File: config.mk
export PLATFORM = sky130hd
export DESIGN_NAME = pipe_hazard_ctrl_flat
export DESIGN_NICKNAME = d
export VERILOG_FILES = /design/src/rtl/pipe_ctrl_pkg.sv /design/src/rtl/pipe_hazard_ctrl_if.sv /design/src/rtl/pipe_ctrl_decode.sv /design/src/rtl/pipe_hazard_ctrl.sv /design/src/flat_wrapper.sv
export SDC_FILE = /design/constraint.sdc
export NUM_CORES = 1
export LEC_CHECK = 0
export ABC_AREA = 1
export ABC_CLOCK_PERIOD_IN_PS = 2450
export BUFFER_PORTS_ARGS = -buffer_cell sky130_fd_sc_hd__buf_2
export CAP_MARGIN = 20
export CORE_UTILIZATION = 53
export CTS_CLUSTER_DIAMETER = 60
export DETAILED_ROUTE_END_ITERATION = 8
export HOLD_SLACK_MARGIN = 0.08
export PLACE_DENSITY_LB_ADDON = 0.05
export SYNTH_ARGS = -nofsm -noshare
export SYNTH_HDL_FRONTEND = slang
export SYNTH_SLANG_ARGS = --single-unit
File: constraint.sdc
create_clock -name clk -period 2.45 [get_ports clk]
set_input_delay 0.49 -clock clk [delete_from_list [all_inputs] [get_ports clk]]
set_output_delay 0.49 -clock clk [all_outputs]
set_load 0.02 [all_outputs]
File: src/rtl/pipe_ctrl_pkg.sv
// Shared definitions for the pipeline control unit: opcode constants, the
// instruction class enum, the per-stage control bundle and its bubble value.
// No ports (package).
package pipe_ctrl_pkg;

    localparam logic [5:0] OP_RFMT = 6'd0;
    localparam logic [5:0] OP_J    = 6'd2;
    localparam logic [5:0] OP_BEQ  = 6'd4;
    localparam logic [5:0] OP_BNE  = 6'd5;
    localparam logic [5:0] OP_ADDI = 6'd8;
    localparam logic [5:0] OP_SLTI = 6'd10;
    localparam logic [5:0] OP_ANDI = 6'd12;
    localparam logic [5:0] OP_ORI  = 6'd13;
    localparam logic [5:0] OP_LUI  = 6'd15;
    localparam logic [5:0] OP_LW   = 6'd35;
    localparam logic [5:0] OP_SW   = 6'd43;

    // Destination field width inside the bundle; REG_AW of the top must not
    // exceed it. Register numbers are zero-extended into this field.
    localparam int CTRL_AW = 8;

    localparam logic [1:0] PC_SEQ    = 2'd0;
    localparam logic [1:0] PC_BRANCH = 2'd1;
    localparam logic [1:0] PC_JUMP   = 2'd2;

    typedef enum logic [2:0] {RFMT, IFMT, LW, SW, BEQ, BNE, J, ILL} instr_class_e;

    typedef struct packed {
        logic [1:0]         alu_op;
        logic               alu_src;
        logic               mem_read;
        logic               mem_write;
        logic               reg_write;
        logic               mem_to_reg;
        logic [CTRL_AW-1:0] wreg;
    } ctrl_t;

    localparam ctrl_t CTRL_BUBBLE = '0;

    function automatic instr_class_e classify(input logic [5:0] op);
        instr_class_e c;
        case (op)
            OP_RFMT:                                 c = RFMT;
            OP_ADDI, OP_SLTI, OP_ANDI, OP_ORI, OP_LUI: c = IFMT;
            OP_LW:                                   c = LW;
            OP_SW:                                   c = SW;
            OP_BEQ:                                  c = BEQ;
            OP_BNE:                                  c = BNE;
            OP_J:                                    c = J;
            default:                                 c = ILL;
        endcase
        return c;
    endfunction

endpackage

File: src/rtl/pipe_hazard_ctrl_if.sv
// Signal bundle between the datapath and the pipeline control unit.
// master: datapath side (drives ID fields, receives control/counters).
// slave : control unit side.
interface pipe_hazard_ctrl_if #(
    parameter int REG_AW = 5,
    parameter int CNT_W  = 16
) ();
    logic [5:0]        opcode_id;
    logic [REG_AW-1:0] rs_id;
    logic [REG_AW-1:0] rt_id;
    logic [REG_AW-1:0] rd_id;
    logic              equal_id;
    logic              pc_write;
    logic              ifid_write;
    logic              if_flush;
    logic [1:0]        pc_sel;
    logic [1:0]        alu_op_ex;
    logic              alu_src_ex;
    logic              mem_read_ex;
    logic              reg_write_ex;
    logic [REG_AW-1:0] wreg_ex;
    logic              mem_read_mem;
    logic              mem_write_mem;
    logic              reg_write_mem;
    logic [REG_AW-1:0] wreg_mem;
    logic              reg_write_wb;
    logic              mem_to_reg_wb;
    logic [REG_AW-1:0] wreg_wb;
    logic [CNT_W-1:0]  stall_cnt;
    logic [CNT_W-1:0]  flush_cnt;

    modport master (
        output opcode_id, rs_id, rt_id, rd_id, equal_id,
        input  pc_write, ifid_write, if_flush, pc_sel,
        input  alu_op_ex, alu_src_ex, mem_read_ex, reg_write_ex, wreg_ex,
        input  mem_read_mem, mem_write_mem, reg_write_mem, wreg_mem,
        input  reg_write_wb, mem_to_reg_wb, wreg_wb, stall_cnt, flush_cnt
    );

    modport slave (
        input  opcode_id, rs_id, rt_id, rd_id, equal_id,
        output pc_write, ifid_write, if_flush, pc_sel,
        output alu_op_ex, alu_src_ex, mem_read_ex, reg_write_ex, wreg_ex,
        output mem_read_mem, mem_write_mem, reg_write_mem, wreg_mem,
        output reg_write_wb, mem_to_reg_wb, wreg_wb, stall_cnt, flush_cnt
    );
endinterface

File: src/rtl/pipe_ctrl_decode.sv
// Combinational opcode decoder.
// i_opcode/i_rt/i_rd : ID instruction fields
// o_ctrl             : control bundle for the instruction
// o_use_rs/o_use_rt  : which register fields are read as sources
// o_class            : instruction class
module pipe_ctrl_decode
    import pipe_ctrl_pkg::*;
#(
    parameter int REG_AW = 5
) (
    input  logic [5:0]        i_opcode,
    input  logic [REG_AW-1:0] i_rt,
    input  logic [REG_AW-1:0] i_rd,
    output ctrl_t             o_ctrl,
    output logic              o_use_rs,
    output logic              o_use_rt,
    output instr_class_e      o_class
);

    always_comb begin
        o_ctrl   = CTRL_BUBBLE;
        o_use_rt = 1'b0;
        o_class  = classify(i_opcode);
        // Every instruction other than j reads rs.
        o_use_rs = (o_class != J);
        case (o_class)
            RFMT: begin
                o_ctrl.alu_op    = 2'b10;
                o_ctrl.reg_write = 1'b1;
                o_ctrl.wreg      = CTRL_AW'(i_rd);
                o_use_rt         = 1'b1;
            end
            IFMT: begin
                o_ctrl.alu_op    = 2'b11;
                o_ctrl.alu_src   = 1'b1;
                o_ctrl.reg_write = 1'b1;
                o_ctrl.wreg      = CTRL_AW'(i_rt);
            end
            LW: begin
                o_ctrl.alu_src    = 1'b1;
                o_ctrl.mem_read   = 1'b1;
                o_ctrl.reg_write  = 1'b1;
                o_ctrl.mem_to_reg = 1'b1;
                o_ctrl.wreg       = CTRL_AW'(i_rt);
            end
            SW: begin
                o_ctrl.alu_src   = 1'b1;
                o_ctrl.mem_write = 1'b1;
                o_use_rt         = 1'b1;
            end
            BEQ, BNE: begin
                o_ctrl.alu_op = 2'b01;
                o_use_rt      = 1'b1;
            end
            default: ;
        endcase
        // r0 is hardwired; writing it is a no-op.
        if (o_ctrl.wreg == '0) o_ctrl.reg_write = 1'b0;
    end

endmodule

File: src/rtl/pipe_hazard_ctrl.sv
// Pipeline control unit: decodes ID, carries control through ID/EX, EX/MEM
// and MEM/WB, detects load-use and branch-operand hazards, resolves
// beq/bne/j in ID with a multi-cycle fetch squash, and keeps saturating
// stall/flush counters.
// clk, reset : clock, synchronous active-high reset
// bus        : ID fields in; front-end control, stage control, counters out
module pipe_hazard_ctrl
    import pipe_ctrl_pkg::*;
#(
    parameter int REG_AW         = 5,
    parameter int BRANCH_PENALTY = 1,
    parameter int CNT_W          = 16
) (
    input logic          clk,
    input logic          reset,
    pipe_hazard_ctrl_if.slave bus
);

    localparam int SQ_W = 2;

    ctrl_t            r_ex, r_mem, r_wb;
    logic [SQ_W-1:0]  r_sq, w_sq_nxt;
    logic [CNT_W-1:0] r_stall_cnt, r_flush_cnt;

    ctrl_t            w_dec;
    logic             w_use_rs, w_use_rt;
    instr_class_e     w_class;
    logic [CTRL_AW-1:0] w_rs, w_rt;
    logic             w_is_br, w_load_use, w_br_haz, w_taken;
    logic             w_squash, w_stall, w_redirect, w_flush;

    pipe_ctrl_decode #(.REG_AW(REG_AW)) u_decode (
        .i_opcode (bus.opcode_id),
        .i_rt     (bus.rt_id),
        .i_rd     (bus.rd_id),
        .o_ctrl   (w_dec),
        .o_use_rs (w_use_rs),
        .o_use_rt (w_use_rt),
        .o_class  (w_class)
    );

    assign w_rs    = CTRL_AW'(bus.rs_id);
    assign w_rt    = CTRL_AW'(bus.rt_id);
    assign w_is_br = (w_class == BEQ) || (w_class == BNE);

    assign w_load_use = r_ex.mem_read && (r_ex.wreg != '0) &&
                        ((w_use_rs && (r_ex.wreg == w_rs)) ||
                         (w_use_rt && (r_ex.wreg == w_rt)));

    // Branches compare in ID, so an ALU result still in EX or a load in MEM
    // cannot be forwarded in time.
    assign w_br_haz = w_is_br &&
                      ((r_ex.reg_write && ((r_ex.wreg == w_rs) || (r_ex.wreg == w_rt))) ||
                       (r_mem.mem_read && ((r_mem.wreg == w_rs) || (r_mem.wreg == w_rt))));

    assign w_taken = ((w_class == BEQ) && bus.equal_id) ||
                     ((w_class == BNE) && !bus.equal_id) ||
                     (w_class == J);

    assign w_squash   = (r_sq != '0);
    assign w_stall    = !w_squash && (w_load_use || w_br_haz);
    assign w_redirect = !w_squash && !w_stall && w_taken;
    assign w_flush    = w_squash || w_redirect;

    always_comb begin
        w_sq_nxt = r_sq;
        if (w_redirect)    w_sq_nxt = SQ_W'(BRANCH_PENALTY - 1);
        else if (w_squash) w_sq_nxt = r_sq - SQ_W'(1);
    end

    always_ff @(posedge clk) begin
        if (reset) begin
            r_ex        <= CTRL_BUBBLE;
            r_mem       <= CTRL_BUBBLE;
            r_wb        <= CTRL_BUBBLE;
            r_sq        <= '0;
            r_stall_cnt <= '0;
            r_flush_cnt <= '0;
        end else begin
            // Squashed, stalled and redirecting instructions all enter EX as bubbles.
            r_ex  <= (w_squash || w_stall || w_redirect) ? CTRL_BUBBLE : w_dec;
            r_mem <= r_ex;
            r_wb  <= r_mem;
            r_sq  <= w_sq_nxt;
            if (w_stall && (r_stall_cnt != '1)) r_stall_cnt <= r_stall_cnt + CNT_W'(1);
            if (w_flush && (r_flush_cnt != '1)) r_flush_cnt <= r_flush_cnt + CNT_W'(1);
        end
    end

    always_comb begin
        bus.pc_write   = 1'b1;
        bus.ifid_write = 1'b1;
        bus.if_flush   = 1'b0;
        bus.pc_sel     = PC_SEQ;
        if (reset) begin
            bus.pc_write   = 1'b0;
            bus.ifid_write = 1'b0;
            bus.if_flush   = 1'b1;
        end else if (w_stall) begin
            bus.pc_write   = 1'b0;
            bus.ifid_write = 1'b0;
        end else if (w_flush) begin
            bus.if_flush = 1'b1;
            if (w_redirect) bus.pc_sel = (w_class == J) ? PC_JUMP : PC_BRANCH;
        end
    end

    assign bus.alu_op_ex     = r_ex.alu_op;
    assign bus.alu_src_ex    = r_ex.alu_src;
    assign bus.mem_read_ex   = r_ex.mem_read;
    assign bus.reg_write_ex  = r_ex.reg_write;
    assign bus.wreg_ex       = r_ex.wreg[REG_AW-1:0];
    assign bus.mem_read_mem  = r_mem.mem_read;
    assign bus.mem_write_mem = r_mem.mem_write;
    assign bus.reg_write_mem = r_mem.reg_write;
    assign bus.wreg_mem      = r_mem.wreg[REG_AW-1:0];
    assign bus.reg_write_wb  = r_wb.reg_write;
    assign bus.mem_to_reg_wb = r_wb.mem_to_reg;
    assign bus.wreg_wb       = r_wb.wreg[REG_AW-1:0];
    assign bus.stall_cnt     = r_stall_cnt;
    assign bus.flush_cnt     = r_flush_cnt;

    // Fields carried for uniformity of the stage registers but not needed
    // downstream.
    logic w_unused;
    assign w_unused = ^{r_mem.alu_op, r_mem.alu_src, r_wb.alu_op, r_wb.alu_src,
                        r_wb.mem_read, r_wb.mem_write, r_wb.wreg};

endmodule

File: src/flat_wrapper.sv
// flat-port wrapper written by rule: the top's interface ports become plain ports
module pipe_hazard_ctrl_flat import pipe_ctrl_pkg::*;
#(
    parameter int REG_AW         = 5,
    parameter int BRANCH_PENALTY = 1,
    parameter int CNT_W          = 16
)
  (clk, reset, bus_opcode_id, bus_rs_id, bus_rt_id, bus_rd_id, bus_equal_id, bus_pc_write, bus_ifid_write, bus_if_flush, bus_pc_sel, bus_alu_op_ex, bus_alu_src_ex, bus_mem_read_ex, bus_reg_write_ex, bus_wreg_ex, bus_mem_read_mem, bus_mem_write_mem, bus_reg_write_mem, bus_wreg_mem, bus_reg_write_wb, bus_mem_to_reg_wb, bus_wreg_wb, bus_stall_cnt, bus_flush_cnt);
  pipe_hazard_ctrl_if #(.REG_AW(REG_AW), .CNT_W(CNT_W)) bus_i ();
  input logic clk;
  input logic reset;
  input wire logic [$bits(bus_i.opcode_id)-1:0] bus_opcode_id;
  input wire logic [$bits(bus_i.rs_id)-1:0] bus_rs_id;
  input wire logic [$bits(bus_i.rt_id)-1:0] bus_rt_id;
  input wire logic [$bits(bus_i.rd_id)-1:0] bus_rd_id;
  input wire logic [$bits(bus_i.equal_id)-1:0] bus_equal_id;
  output wire logic [$bits(bus_i.pc_write)-1:0] bus_pc_write;
  output wire logic [$bits(bus_i.ifid_write)-1:0] bus_ifid_write;
  output wire logic [$bits(bus_i.if_flush)-1:0] bus_if_flush;
  output wire logic [$bits(bus_i.pc_sel)-1:0] bus_pc_sel;
  output wire logic [$bits(bus_i.alu_op_ex)-1:0] bus_alu_op_ex;
  output wire logic [$bits(bus_i.alu_src_ex)-1:0] bus_alu_src_ex;
  output wire logic [$bits(bus_i.mem_read_ex)-1:0] bus_mem_read_ex;
  output wire logic [$bits(bus_i.reg_write_ex)-1:0] bus_reg_write_ex;
  output wire logic [$bits(bus_i.wreg_ex)-1:0] bus_wreg_ex;
  output wire logic [$bits(bus_i.mem_read_mem)-1:0] bus_mem_read_mem;
  output wire logic [$bits(bus_i.mem_write_mem)-1:0] bus_mem_write_mem;
  output wire logic [$bits(bus_i.reg_write_mem)-1:0] bus_reg_write_mem;
  output wire logic [$bits(bus_i.wreg_mem)-1:0] bus_wreg_mem;
  output wire logic [$bits(bus_i.reg_write_wb)-1:0] bus_reg_write_wb;
  output wire logic [$bits(bus_i.mem_to_reg_wb)-1:0] bus_mem_to_reg_wb;
  output wire logic [$bits(bus_i.wreg_wb)-1:0] bus_wreg_wb;
  output wire logic [$bits(bus_i.stall_cnt)-1:0] bus_stall_cnt;
  output wire logic [$bits(bus_i.flush_cnt)-1:0] bus_flush_cnt;
  assign bus_i.opcode_id = bus_opcode_id;
  assign bus_i.rs_id = bus_rs_id;
  assign bus_i.rt_id = bus_rt_id;
  assign bus_i.rd_id = bus_rd_id;
  assign bus_i.equal_id = bus_equal_id;
  assign bus_pc_write = bus_i.pc_write;
  assign bus_ifid_write = bus_i.ifid_write;
  assign bus_if_flush = bus_i.if_flush;
  assign bus_pc_sel = bus_i.pc_sel;
  assign bus_alu_op_ex = bus_i.alu_op_ex;
  assign bus_alu_src_ex = bus_i.alu_src_ex;
  assign bus_mem_read_ex = bus_i.mem_read_ex;
  assign bus_reg_write_ex = bus_i.reg_write_ex;
  assign bus_wreg_ex = bus_i.wreg_ex;
  assign bus_mem_read_mem = bus_i.mem_read_mem;
  assign bus_mem_write_mem = bus_i.mem_write_mem;
  assign bus_reg_write_mem = bus_i.reg_write_mem;
  assign bus_wreg_mem = bus_i.wreg_mem;
  assign bus_reg_write_wb = bus_i.reg_write_wb;
  assign bus_mem_to_reg_wb = bus_i.mem_to_reg_wb;
  assign bus_wreg_wb = bus_i.wreg_wb;
  assign bus_stall_cnt = bus_i.stall_cnt;
  assign bus_flush_cnt = bus_i.flush_cnt;
  pipe_hazard_ctrl #(.REG_AW(REG_AW), .BRANCH_PENALTY(BRANCH_PENALTY), .CNT_W(CNT_W)) u_core (.clk(clk), .reset(reset), .bus(bus_i));
endmodule
## Yosys cells after proc, flatten, opt, wreduce, memory -nomap -nowiden

Cells that the tools add are included.

- Eq/ne operators: 23
- Reductions and logical operators: 42
- Mux-type cells: 18
- Add/subtract/negate cells: 3

Operators with widths:

| kind | count |
|---|---|
| 16-bit by 1-bit adder with 16-bit output, second input constant | 2 |
| 8-bit by 5-bit == test with 1-bit output | 4 |
| 16-bit != test, second input constant | 2 |
| 6-bit by 4-bit == test with 1-bit output, second input constant | 5 |
| 3-bit one-hot mux with 7 select lines | 1 |
| 1-bit logical AND | 14 |
| 6-bit by 3-bit == test with 1-bit output, second input constant | 2 |
| 6-bit == test, second input constant | 2 |
| 1-bit logical OR | 11 |
| 1-bit 2-to-1 mux | 10 |
| 2-bit 2-to-1 mux | 5 |
| 5-bit one-hot mux with 2 select lines | 1 |
| 3-bit == test, second input constant | 3 |
| 3-bit OR reduction | 3 |
| 8-bit logical NOT | 1 |
| 8-bit nonzero test | 1 |
| 2-bit OR reduction | 4 |
| 3-bit by 2-bit == test with 1-bit output, second input constant | 2 |
| 6-bit by 2-bit == test with 1-bit output, second input constant | 1 |
| 6-bit logical NOT | 1 |
| 2-bit one-hot mux with 3 select lines | 1 |
| 5-bit OR reduction | 1 |
| 4-bit OR reduction | 1 |
| 3-bit by 1-bit == test with 1-bit output, second input constant | 1 |
| other kinds (5) | 7 |

- Input bits: 24
- Register bits: 66
- Logic and storage cells: 102

## Longest topological paths before layout

- Word-level depth: 18
- Depth in mapped cells: 15
- Depth with buffers taken out: 14

## By module

A second synthesis with hierarchy kept.

- Cells, all modules: 580
- Area, all modules: 3788.6 um^2

By module, submodules not included:

| module | cells an instance | area an instance (um^2) | times used |
|---|---|---|---|
| pipe_hazard_ctrl | 520 | 3453.3 | 1 |
| pipe_ctrl_decode | 60 | 335.3 | 1 |

## Worst setup path before layout

No wires, ideal clock.

- Kind: input-to-output
- Start point: input port bus_opcode_id[5]
- End point: output port bus_pc_write
- Stages: 9
- Required time: 1960 ps
- Slack: 162 ps
- Arrival: 1798 ps
- Path buffers: 2
- Path through: nor2_4 > nand4_1 > nand4_1 > nand2_1 > nand2_2 > a21oi_4 > buf_6 > nor2_1 > buf_4

- Longest elaborated chain between the ends: 13
- Elaborated cells on any way between the ends: 30
- Classes of those cells: eq/ne (14); mux (4); reduce/logical (12)

Ends and longest elaborated chain:

| element | RTL line | text |
|---|---|---|
| start: declaration | flat_wrapper.sv:12 | `input wire logic [$bits(bus_i.opcode_id)-1:0] bus_opcode_id;` |
| 6-bit by 4-bit == test with 1-bit output | pipe_ctrl_pkg.sv:42 | `case (op)` |
| 5-bit OR reduction | pipe_ctrl_pkg.sv:42 |  |
| 3-bit one-hot mux with 7 select lines * | pipe_ctrl_pkg.sv:42 |  |
| 3-bit by 2-bit == test with 1-bit output (tied with other cells) | pipe_ctrl_decode.sv:26 | `case (o_class)` |
| 4-bit OR reduction (no source line) | n/a |  |
| 1-bit 2-to-1 mux | pipe_ctrl_decode.sv:26 |  |
| 1-bit logical AND | pipe_hazard_ctrl.sv:48 | `(w_use_rt && (r_ex.wreg == w_rt)));` |
| 1-bit logical OR | pipe_hazard_ctrl.sv:47 | `((w_use_rs && (r_ex.wreg == w_rs)) \|\|` |
| 1-bit logical AND | pipe_hazard_ctrl.sv:46 | `assign w_load_use = r_ex.mem_read && (r_ex.wreg != '0) &&` |
| 1-bit logical OR * | pipe_hazard_ctrl.sv:61 | `assign w_stall = !w_squash && (w_load_use \|\| w_br_haz);` |
| 1-bit logical AND * | pipe_hazard_ctrl.sv:61 |  |
| 1-bit 2-to-1 mux * (2 in a row) | n/a |  |
| end: declaration | flat_wrapper.sv:17 | `output wire logic [$bits(bus_i.pc_write)-1:0] bus_pc_write;` |

Mark *: on every way between the ends. The rest lies on a longest branch, timed or not.

## Worst setup path in the final report

- Start point: register u_core.r_ex, in the netlist u_core.bus.wreg_ex[1]
- End point: output port bus_pc_sel[0]

- Longest elaborated chain between the ends: 14
- Elaborated cells on any way between the ends: 22
- Classes of those cells: eq/ne (2); mux (4); reduce/logical (16)

Ends and longest elaborated chain:

| element | RTL line | text |
|---|---|---|
| start: declaration | pipe_hazard_ctrl.sv:21 | `ctrl_t r_ex, r_mem, r_wb;` |
| start signal: assignment | pipe_hazard_ctrl.sv:81 | `r_ex <= (w_squash \|\| w_stall \|\| w_redirect) ? CTRL_BUBBLE : w_dec;` |
| 8-bit by 5-bit == test with 1-bit output (on tied branches) | pipe_hazard_ctrl.sv:47, pipe_hazard_ctrl.sv:53, pipe_hazard_ctrl.sv:48 |  |
| 1-bit logical OR | pipe_hazard_ctrl.sv:53 | `((r_ex.reg_write && ((r_ex.wreg == w_rs) \|\| (r_ex.wreg == w_rt))) \|\|` |
| 1-bit logical AND | pipe_hazard_ctrl.sv:53 |  |
| 1-bit logical OR | pipe_hazard_ctrl.sv:53 |  |
| 1-bit logical AND | pipe_hazard_ctrl.sv:52 | `assign w_br_haz = w_is_br &&` |
| 1-bit logical OR * | pipe_hazard_ctrl.sv:61 |  |
| 1-bit logical AND * | pipe_hazard_ctrl.sv:61 |  |
| 1-bit logical NOT | pipe_hazard_ctrl.sv:62 | `assign w_redirect = !w_squash && !w_stall && w_taken;` |
| 1-bit logical AND (2 in a row) | pipe_hazard_ctrl.sv:62 |  |
| 2-bit 2-to-1 mux or 1-bit logical OR (tied branches) | pipe_hazard_ctrl.sv:104, pipe_hazard_ctrl.sv:63 |  |
| 2-bit 2-to-1 mux | pipe_hazard_ctrl.sv:102 | `end else if (w_flush) begin` |
| 2-bit 2-to-1 mux * | pipe_hazard_ctrl.sv:99 | `end else if (w_stall) begin` |
| 2-bit 2-to-1 mux * | pipe_hazard_ctrl.sv:95 | `if (reset) begin` |
| end: declaration | flat_wrapper.sv:20 | `output wire logic [$bits(bus_i.pc_sel)-1:0] bus_pc_sel;` |

Marks and branches as above.

==> metrics.yaml <==
status: "finished clean"
drtIter0Drc: 144
maxSlewViolCount: 0
post-route-period-util_pct: 95.9
worstHoldStart: "u_core.r_ex[10]"
setup_ws_ns: 0.101
cp-start-kind: "flip-flop"
synth_flop_cell: "dfxtp_1"
clock_skew_ns: 0.00496
n_fill_cell: 576
power_switching_share_pct: 31.4
antenna_found_initial: 0
hold_viol_final: 0
dr.pass1.iters: 4
r2r_cells: 9
ys_seq_elements: 60
worst-slew-pin-transition_ns: 0.528
post_dp_cell_area_um2: 3770
ir_drop_mv: 0.392
switching_power_uw: 756
antenna_cells: 0
crit_type: "reg2out"
die_x_um: 81.5
gr-usage-all-layers_pct: 24.1
num_io_pins: 86
path_clk_slew_ns: 0.07
r2r_end: "u_core.bus.flush_cnt[4]"
endpoint_kind: "output port"
relSlewSlack_pct: 64.5
fin_nets: 599
start_util_pct: 55.6
fp.coreArea_um2: 6030
synth_edf_count: 0
gr-total-overflow: 0
ys_warn_count: 0
hold_depth: 2
hold_path_class: "reg2reg"
fin_crit_ns: 2.35
drive_gt1_share_pct: 24.3
final_antenna_net_count: 0
grt_pass1_vias: 2924
reg2reg_slack_ns: 0.37
synthTopCellsByCount: "nand2_1 (116), dfxtp_1 (60), nor2_1 (60)"
cts_buffers: 9
synthTopCellsByArea: "dfxtp_1 (36%), nand2_1 (13%), nand3_1 (7.5%)"
hold_slack_ns: 0.404
timing.rr.start: "u_core.bus.flush_cnt[0]"
pwr-share-clk_pct: 35.4
root_buffer: "clkbuf_8"
cts_tree: "done"
async_reset_ff_share_pct: 0
final_util_pct: 66.5
pwr-share-comb_pct: 21.0
drv_cap: 0
syn_area_um2: 3350
avgSynthCellArea_um2: 6.87
syn-instance-count: 488
num_rows: 28
finalSetupViolations: 0
place_congestion: 0.832
internal_power_uw: 1650
synth_cell_types: 33
numPortBuffers: 85
vias_per_cell: 5.07
die-area_um2: 6650
area_delta_synth_final_pct: 19.6
die_y_um: 81.5
finalInstanceArea_um2: 4010
pre_cts_ws_ns: 0.116
hpwl_um: 5750
clk_latency_ns: 0.33
htreeDepth: 3
power.share.sequential_pct: 43.6
syn-num-nets: 515
clockBufferDepth: 2
arrival_ns: 1.86
drc: 0
place_inst: 634
routedWlPerCell_um: 11.9
cts.sinks: 60
yosysTopAreaCell: "dfxtp_1"
instances_no_fill: 652
grt_max_degree: 47
power_leakage_uw: 0.00190
drt_wl_total_um: 7770
clock.fmax_mhz: 426
synth_most_common_cell: "nand2_1"
crit_required_ns: 1.96
vias: 3303
synth_top_area_share_pct: 35.8
crit_path_max_fanout: 4
power_density_nw_per_um2: 600
hold_end: "u_core.bus.mem_write_mem"
ys_seq_area_share_pct: 35.8
grt_pass1_wl_um: 12400
-- power groups by stage --
stage,registers (uW),clock network [uW],logic (uW)
5_1_grt,1050,905,559
4_1_cts,1050,865,488
2_1_floorplan,1090,0,362
6_report,1050,851,506
3_3_place_gp,1070,0,472
3_5_place_dp,1070,0,485
-- flip-flops by register name, indices dropped and copies added, names as in the netlist --
signal                    count
u_core.r_sq                   2
u_core.bus.alu_op_ex          2
u_core.bus.reg_write_ex       1
u_core.bus.wreg_wb            5
u_core.bus.wreg_ex            5
u_core.bus.alu_src_ex         1
u_core.bus.mem_read_mem       1
u_core.bus.reg_write_mem      1
u_core.bus.stall_cnt         16
u_core.bus.mem_to_reg_wb      1
u_core.bus.mem_write_mem      1
u_core.bus.flush_cnt         16
u_core.bus.reg_write_wb       1
u_core.bus.wreg_mem           5
u_core.bus.mem_read_ex        1
u_core.r_ex                   1
-- cells by family after synthesis --
logic type | after synthesis | synth area share (%)
xor+xnor | 33 | 8.62
buf+inv | 85 | 11.6
flops | 60 | 35.8
fa+ha+maj | 3 | 1.12
compound gates | 45 | 7.99
simple gates | 262 | 34.9
-- per-stage QoR --
stage | power (uW) | setup TNS, ns
5_1_grt | 2520 | -0.0421
3_5_place_dp | 1550 | 0
4_1_cts | 2400 | 0
3_3_place_gp | 1540 | 0
6_report | 2400 | 0
2_1_floorplan | 1450 | 0
-- cells in the final DEF, fill, tap and decap left out, drive strengths merged, types with 3 or more instances in the layout --
cell type,count
a21oi,34
a31oi,3
buf,93
clkbuf,11
clkinv,3
dfxtp,60
ha,3
inv,65
nand2,122
nand3,50
nand4,13
nor2,62
nor3,9
nor4,5
o21ai,4
xnor2,11
xor2,22
-- layer usage --
metal  GRT usage (%)  vias up  part of all wire (%)
met5               0        -                     0
met4            8.57        0                   1.6
met3            5.33       13                   4.3
met2            41.3       93                    48
met1            29.3     1482                    46
li1                -     1715                     -
-- worst max path at each step --
| stage | from | to | slack (ns) | depth (start not counted) |
|---|---|---|---|---|
| CTS | u_core.bus.wreg_ex[4] | bus_pc_sel[1] | 0.007 | 13 |
| global placement | bus_opcode_id[5] | bus_pc_sel[1] | 0.15 | 11 |
| detailed placement | bus_opcode_id[5] | bus_pc_sel[0] | 0.12 | 11 |
| finish | u_core.bus.wreg_ex[1] | bus_pc_sel[0] | 0.10 | 14 |
| floorplan | bus_opcode_id[5] | bus_pc_write | 0.16 | 9 |
| global route | u_core.bus.wreg_ex[0] | bus_if_flush | -0.03 | 14 |
-- worst max-delay path, cell delays in order (launching register included) --
cell and delay, ns:
dfxtp_2 0.34, inv_2 0.08, nand2_1 0.06, nand2_1 0.07
nor2_1 0.04, nand3_1 0.11, inv_1 0.05, nand2_1 0.06
nand2_1 0.06, nand2_2 0.12, nand2_4 0.07, nor2_4 0.11
nand2_1 0.08, nor2_1 0.10, buf_2 0.18
-- final cells by class --
class                           count  area [um2]  share of cell area, %
Inverter                           65         244                   6.09
Tap cell                           75        93.8                   2.34
Clock buffer                       11         131                   3.28
Timing Repair Buffer               93         490                   12.2
Multi-Input combinational cell    343        1780                   44.5
Clock inverter                      5        52.6                   1.31
Sequential cell                    60        1210                   30.3
-- repair_timing --
item / in CTS / in global routing
hold buffers: 0 / 0
setup endpoints to repair: 2 / 5
gates cloned: 0 / 0
pin swaps: 0 / 6
resized for setup: 1 / 16
buffers inserted: 0 / 2
No activity file was read; power rests on OpenSTA's default activity.
